==> src/rtl/str_streamer_pkg.sv <==
// Shared definitions for the memory-to-UART string streamer.
//   state_e : 3-bit FSM state encoding (IDLE, FETCH, LOAD, SEND, FIN)
//   Nul     : string terminator byte
package str_streamer_pkg;

  typedef enum logic [2:0] {
    StIdle  = 3'd0,
    StFetch = 3'd1,
    StLoad  = 3'd2,
    StSend  = 3'd3,
    StFin   = 3'd4
  } state_e;

  localparam logic [7:0] Nul = 8'h00;

  // True when emitting one more byte reaches the length limit.
  function automatic logic hits_limit(input logic [7:0] len_next, input logic [7:0] max_len);
    return (len_next == max_len);
  endfunction

endpackage

==> src/rtl/str_streamer.sv <==
// Memory-to-UART string streamer.
// On START (sampled in IDLE only) reads a NUL-terminated string from a
// synchronous-read BRAM port starting at BASE and hands every non-NUL byte to
// the UART over a TVALID/TREADY handshake. Emission stops at NUL or after
// MaxLen bytes, whichever comes first.
// Ports:
//   CLK, RST      clock, synchronous active-high reset
//   START, BASE   one-cycle request and string start address
//   MADDR, MDATA  BRAM read address / data (data valid one cycle after address)
//   TDATA, TVALID byte to transmit and its valid flag
//   TREADY        UART accepts the byte this cycle
//   BUSY          high in every state except IDLE
//   DONE          one-cycle pulse when a string finishes (not on reset abort)
//   TRUNC, LEN    last-string status, held until the next START
module str_streamer
  import str_streamer_pkg::*;
#(
  parameter int unsigned AddrBits = 19,
  parameter int unsigned MaxLen   = 255
) (
  input  logic                CLK,
  input  logic                RST,
  input  logic                START,
  input  logic [AddrBits-1:0] BASE,
  output logic [AddrBits-1:0] MADDR,
  input  logic [7:0]          MDATA,
  output logic [7:0]          TDATA,
  output logic                TVALID,
  input  logic                TREADY,
  output logic                BUSY,
  output logic                DONE,
  output logic                TRUNC,
  output logic [7:0]          LEN
);

  localparam logic [7:0]          MaxLenB = 8'(MaxLen);
  localparam logic [AddrBits-1:0] AddrOne = AddrBits'(1);

  state_e              r_state;
  logic [AddrBits-1:0] r_maddr;
  logic [7:0]          r_tdata;
  logic                r_tvalid;
  logic                r_busy;
  logic                r_done;
  logic                r_trunc;
  logic [7:0]          r_len;

  logic [7:0]          w_len_inc;

  assign w_len_inc = r_len + 8'd1;

  always_ff @(posedge CLK) begin
    if (RST) begin
      r_state  <= StIdle;
      r_maddr  <= '0;
      r_tdata  <= '0;
      r_tvalid <= 1'b0;
      r_busy   <= 1'b0;
      r_done   <= 1'b0;
      r_trunc  <= 1'b0;
      r_len    <= '0;
    end else begin
      r_done <= 1'b0;
      unique case (r_state)
        StIdle: begin
          if (START) begin
            r_maddr <= BASE;
            r_len   <= '0;
            r_trunc <= 1'b0;
            r_busy  <= 1'b1;
            r_state <= StFetch;
          end
        end
        // Address is already on MADDR; this cycle covers the BRAM read latency.
        StFetch: r_state <= StLoad;
        StLoad: begin
          r_tdata <= MDATA;
          if (MDATA == Nul) begin
            r_done  <= 1'b1;
            r_state <= StFin;
          end else begin
            r_tvalid <= 1'b1;
            r_state  <= StSend;
          end
        end
        StSend: begin
          if (TREADY) begin
            r_tvalid <= 1'b0;
            r_len    <= w_len_inc;
            r_maddr  <= r_maddr + AddrOne;  // wraps modulo 2^AddrBits
            if (hits_limit(w_len_inc, MaxLenB)) begin
              r_trunc <= 1'b1;
              r_done  <= 1'b1;
              r_state <= StFin;
            end else begin
              r_state <= StFetch;
            end
          end
        end
        StFin: begin
          r_busy  <= 1'b0;
          r_state <= StIdle;
        end
        default: begin
          r_busy  <= 1'b0;
          r_state <= StIdle;
        end
      endcase
    end
  end

  assign MADDR  = r_maddr;
  assign TDATA  = r_tdata;
  assign TVALID = r_tvalid;
  assign BUSY   = r_busy;
  assign DONE   = r_done;
  assign TRUNC  = r_trunc;
  assign LEN    = r_len;

endmodule

==> config.mk <==
export PLATFORM = sky130hd
export DESIGN_NAME = str_streamer
export DESIGN_NICKNAME = d
export VERILOG_FILES = /design/src/rtl/str_streamer_pkg.sv /design/src/rtl/str_streamer.sv
export SDC_FILE = /design/constraint.sdc
export NUM_CORES = 1
export LEC_CHECK = 0
export ABC_AREA = 1
export BUFFER_PORTS_ARGS = -buffer_cell sky130_fd_sc_hd__buf_2
export CAP_MARGIN = 20
export CORE_ASPECT_RATIO = 1.5
export CORE_UTILIZATION = 43
export DETAILED_ROUTE_END_ITERATION = 8
export GPL_ROUTABILITY_DRIVEN = 0
export PLACE_DENSITY_LB_ADDON = 0.3
export SYNTH_ARGS = -nofsm -noshare
export SYNTH_HDL_FRONTEND = slang
export SYNTH_SLANG_ARGS = --single-unit
==> constraint.sdc <==
create_clock -name CLK -period 1.8 [get_ports CLK]
set_input_delay 0 -clock CLK [delete_from_list [all_inputs] [get_ports CLK]]
set_output_delay 0 -clock CLK [all_outputs]
set_load 0.02 [all_outputs]
==> metrics.log <==
INFO  metric min_path_type = input pin to flop
INFO  metric layout.cells.non_filler = 514
INFO  metric synth_top_area_cell = sky130_fd_sc_hd__dfxtp_1
INFO  metric cts_buffer_depth = 2
INFO  metric max-cap-violations = 0
INFO  metric postSynth.topFlopCell = sky130_fd_sc_hd__dfxtp_1
INFO  metric buffer_ports.inserted = between 60 and 70
INFO  metric gr-usage-all-layers = 22.5%
INFO  metric place.detailed.instances = 495
INFO  metric area.growth.synth_to_final = 28.3%
INFO  metric synth.lib_cells_used.distinct = 33
INFO  metric fp.coreArea = 5250 sq um
INFO  metric power.total = 3160 uW
INFO  metric async_reset_ff_share = 0%
INFO  metric slew-limit-headroom = 72.3%
INFO  metric tritoncts.num_buffers = 5
INFO  metric synth-seq-area-share = 35.4%
INFO  metric swShare = 39.4%
INFO  metric combPwrFrac = 36.1%
INFO  metric period_minus_slack = between 1.5 and 2 ns
INFO  metric synth_most_common_cell = sky130_fd_sc_hd__nand2_1
INFO  metric worst_path_largest_cell_delay = between 0.3 and 0.4 ns
INFO  metric post_synth_inst_count = 361
INFO  metric path_cells = ha_2 -> nand3_1 -> nor2_2 -> nand2_1 -> nor2_2 -> nand3_1 -> nand2_1 -> nand3_1 -> nand2_1 -> a21oi_1
INFO  metric final-hold-violation-count = 0
INFO  metric htree_levels = 2
INFO  metric antenna_left = 0
INFO  metric period_share = 91.9%
INFO  metric slew_viol_final = 0
INFO  metric yosys_warnings = 0
INFO  metric area_of_the_mapped_netlist = 2370 sq um
INFO  metric grt_max_degree = 35
INFO  metric routed_wl = 6410 microns
INFO  metric syn-num-nets = between 300 and 400
INFO  metric clock_sinks = 42
INFO  metric crit_arrival = 1.83 ns
INFO  metric synth.avg_cell_area = about 6.6 sq um
INFO  metric number_of_synthesized_flops_with_an_enable_pin = 0
INFO  metric grt_antenna_before_repair = 0
INFO  metric family_of_cells_with_the_greatest_summed_delay_on_the_critical_path = simple AND/OR/NAND/NOR gates
INFO  metric yosys_register_bits = between 40 and 50
INFO  metric cp_data_required_time = 1.98 ns
INFO  metric initial_core_util = 45.3%
INFO  metric routed-via-count = 2,630
INFO  metric tightest_slew = 0.415 ns
INFO  metric worst_clock_skew = between 0.007 and 0.008 ns
INFO  metric grt-ovfl-total = 0
INFO  metric clock-root-buffer = sky130_fd_sc_hd__clkbuf_8
INFO  metric clk_transition_reported_paths = roughly 0.09 ns
INFO  metric layout.nets = 479
INFO  metric p_leak = 0.00128 uW
INFO  metric count_of_unresolved_drc_violations_after_routing = 0
INFO  metric standard_cell_rows = 32
INFO  metric max_clock_freq = 605 MHz
INFO  metric startpoint_type = flop
INFO  metric vias_per_cell = 5.12
INFO  metric final_cell_area = a little over 3000 sq um
INFO  metric die_x = 62.7 microns
INFO  metric drt-wirelength-per-cell = 12.5 microns
INFO  metric power.net_switching = about 1200 uW
INFO  metric worst_path_max_delay_cell = sky130_fd_sc_hd__dfxtp_1
INFO  metric design.die.area = 5830 sq um
INFO  metric first_pass_iters = 4
INFO  metric power_share_of_the_sequential_group = 39.8%
INFO  metric synth.top_cells.by_area = sky130_fd_sc_hd__dfxtp_1, sky130_fd_sc_hd__nand2_1, sky130_fd_sc_hd__nor2_1
INFO  metric critical_path_buf_inv_count = 0
INFO  metric chipHeight = 93.0 microns
INFO  metric finalHoldWorstSlack = 0.0126 ns
INFO  metric dp_hpwl = 4590 microns
INFO  metric worstSetupPathType = flop to flop
INFO  metric run_status = finished clean
INFO  metric setup_viol_count_final = 0
INFO  metric p_clk_share = ~24%
INFO  metric end_kind = flop
INFO  metric post_route_cells_drive_above_1_share = 24.4%
INFO  metric cts_tree = yes
INFO  metric powerDensity = 1040 nW/um^2
INFO  metric first_global_vias = 2,433
INFO  metric clock_latency_at_the_later_pin_of_the_worst_skew_pair = 0.30 ns
INFO  metric wire_length_of_the_first_global_routing_pass = 10,500 microns
INFO  metric boundaryPins = 70
INFO  metric first_iter_violations = 135
INFO  metric vdd_ir_drop_max = 0.709 mV
INFO  metric timing.critical_path.fanout_max = 5
INFO  metric antenna-diode-count = 0
INFO  metric post-synth-top-area-fraction = 35.4%
INFO  metric synthTopCellsByCount = sky130_fd_sc_hd__nand2_1, sky130_fd_sc_hd__nor2_1, sky130_fd_sc_hd__dfxtp_1, sky130_fd_sc_hd__a21oi_1, sky130_fd_sc_hd__nand3_1
INFO  metric detailed_place.area = 2820 sq um
INFO  metric p_int = 1910 uW
[per-layer routing]
layer	GRT usage (%)	part of all wire (%)	vias up
met5	0	0	-
met4	11.2	2.3	0
li1	-	-	1364
met3	3.54	5.2	12
met1	26.6	43	1173
met2	39.0	50	81
[flip-flops by register name, indices dropped and copies added, names as in the netlist]
signal and cells:
MADDR 19, LEN 8, TDATA 8, r_state 3, BUSY 1, DONE 1
TRUNC 1, TVALID 1
[final cells by class]
class / count / area [sq um]
Sequential cell: 42 / 841
Fill cell: 525 / 2200
Clock buffer: 6 / 72.6
Clock inverter: 2 / 37.5
Timing Repair Buffer: 88 / 528
Multi-Input combinational cell: 281 / 1380
Inverter: 27 / 106
Tap cell: 68 / 85.1
[power by group through the flow]
stage               registers [uW]  clock network, uW  logic, uW
detailed placement            1270                  0       1120
floorplan                     1440                  0        608
global placement              1270                  0       1110
CTS                           1250                777       1140
global route                  1280                809       1260
finish                        1260                762       1140
[kinds of logic after synthesis]
| family | Yosys count | synth area share, % |
|---|---|---|
| XOR/XNOR | 4 | 1.48 |
| AND/OR/NAND/NOR | 206 | 38.9 |
| buffers and inverters | 38 | 6.95 |
| AO/OA/AOI/OAI | 68 | 15.7 |
| adder cells (fa/ha/maj) | 3 | 1.58 |
| flip-flops | 42 | 35.4 |
[metrics by stage]
stage | setup TNS [ns] | setup WS (ns) | util (%)
finish | 0 | 0.146 | 58.1
global route | -0.0172 | -0.0172 | 58.1
CTS | 0 | 0.0847 | 57.9
detailed placement | 0 | 0.178 | 53.7
global placement | 0 | 0.224 | 53.7
floorplan | 0 | 0.0750 | -
[timing repair]
item | 4_1_cts | 5_1_grt
endpoints found under the setup margin | 0 | 2
gates resized for setup | 0 | 3
endpoints found under the hold margin | 11 | 0
buffers inserted | 0 | 0
hold buffers | 11 | 0
[path summary, 6_finish.rpt]
| kind | slack [ns] | start | to | cells past startpoint |
|---|---|---|---|---|
| max | 0.15 | MADDR[0] | MADDR[16] | 10 |
| min | 0.01 | TREADY | LEN[0] | 3 |
| max reg2reg | 0.15 | MADDR[0] | MADDR[16] | 10 |
| min reg2reg | 0.47 | BUSY | BUSY | 2 |
[cells in the final DEF (no fill, tap or decap), types with 2 or more instances in the layout]
| cell | instances |
|---|---|
| sky130_fd_sc_hd__a211oi_1 | 3 |
| sky130_fd_sc_hd__a21oi_1 | 30 |
| sky130_fd_sc_hd__a31oi_1 | 4 |
| sky130_fd_sc_hd__buf_2 | 69 |
| sky130_fd_sc_hd__buf_4 | 7 |
| sky130_fd_sc_hd__clkbuf_8 | 5 |
| sky130_fd_sc_hd__dfxtp_1 | 42 |
| sky130_fd_sc_hd__dlygate4sd3_1 | 11 |
| sky130_fd_sc_hd__ha_1 | 2 |
| sky130_fd_sc_hd__inv_1 | 23 |
| sky130_fd_sc_hd__inv_2 | 2 |
| sky130_fd_sc_hd__inv_4 | 2 |
| sky130_fd_sc_hd__nand2_1 | 85 |
| sky130_fd_sc_hd__nand2_4 | 3 |
| sky130_fd_sc_hd__nand3_1 | 29 |
| sky130_fd_sc_hd__nand3b_1 | 4 |
| sky130_fd_sc_hd__nand4_1 | 4 |
| sky130_fd_sc_hd__nor2_1 | 53 |
| sky130_fd_sc_hd__nor2_2 | 10 |
| sky130_fd_sc_hd__nor3_1 | 11 |
| sky130_fd_sc_hd__o21ai_0 | 23 |
| sky130_fd_sc_hd__o21bai_1 | 3 |
| sky130_fd_sc_hd__or2_2 | 4 |
| sky130_fd_sc_hd__xnor2_1 | 2 |
| sky130_fd_sc_hd__xor2_1 | 2 |
[worst reg2reg max path, cell delays in order, from the launching register on]
cell and delay [ns]:
sky130_fd_sc_hd__dfxtp_1 0.35, sky130_fd_sc_hd__ha_2 0.22, sky130_fd_sc_hd__nand3_1 0.16, sky130_fd_sc_hd__nor2_2 0.19
sky130_fd_sc_hd__nand2_1 0.14, sky130_fd_sc_hd__nor2_2 0.14, sky130_fd_sc_hd__nand3_1 0.08, sky130_fd_sc_hd__nand2_1 0.07
sky130_fd_sc_hd__nand3_1 0.07, sky130_fd_sc_hd__nand2_1 0.06, sky130_fd_sc_hd__a21oi_1 0.05
(Power assumes the default switching activity.)
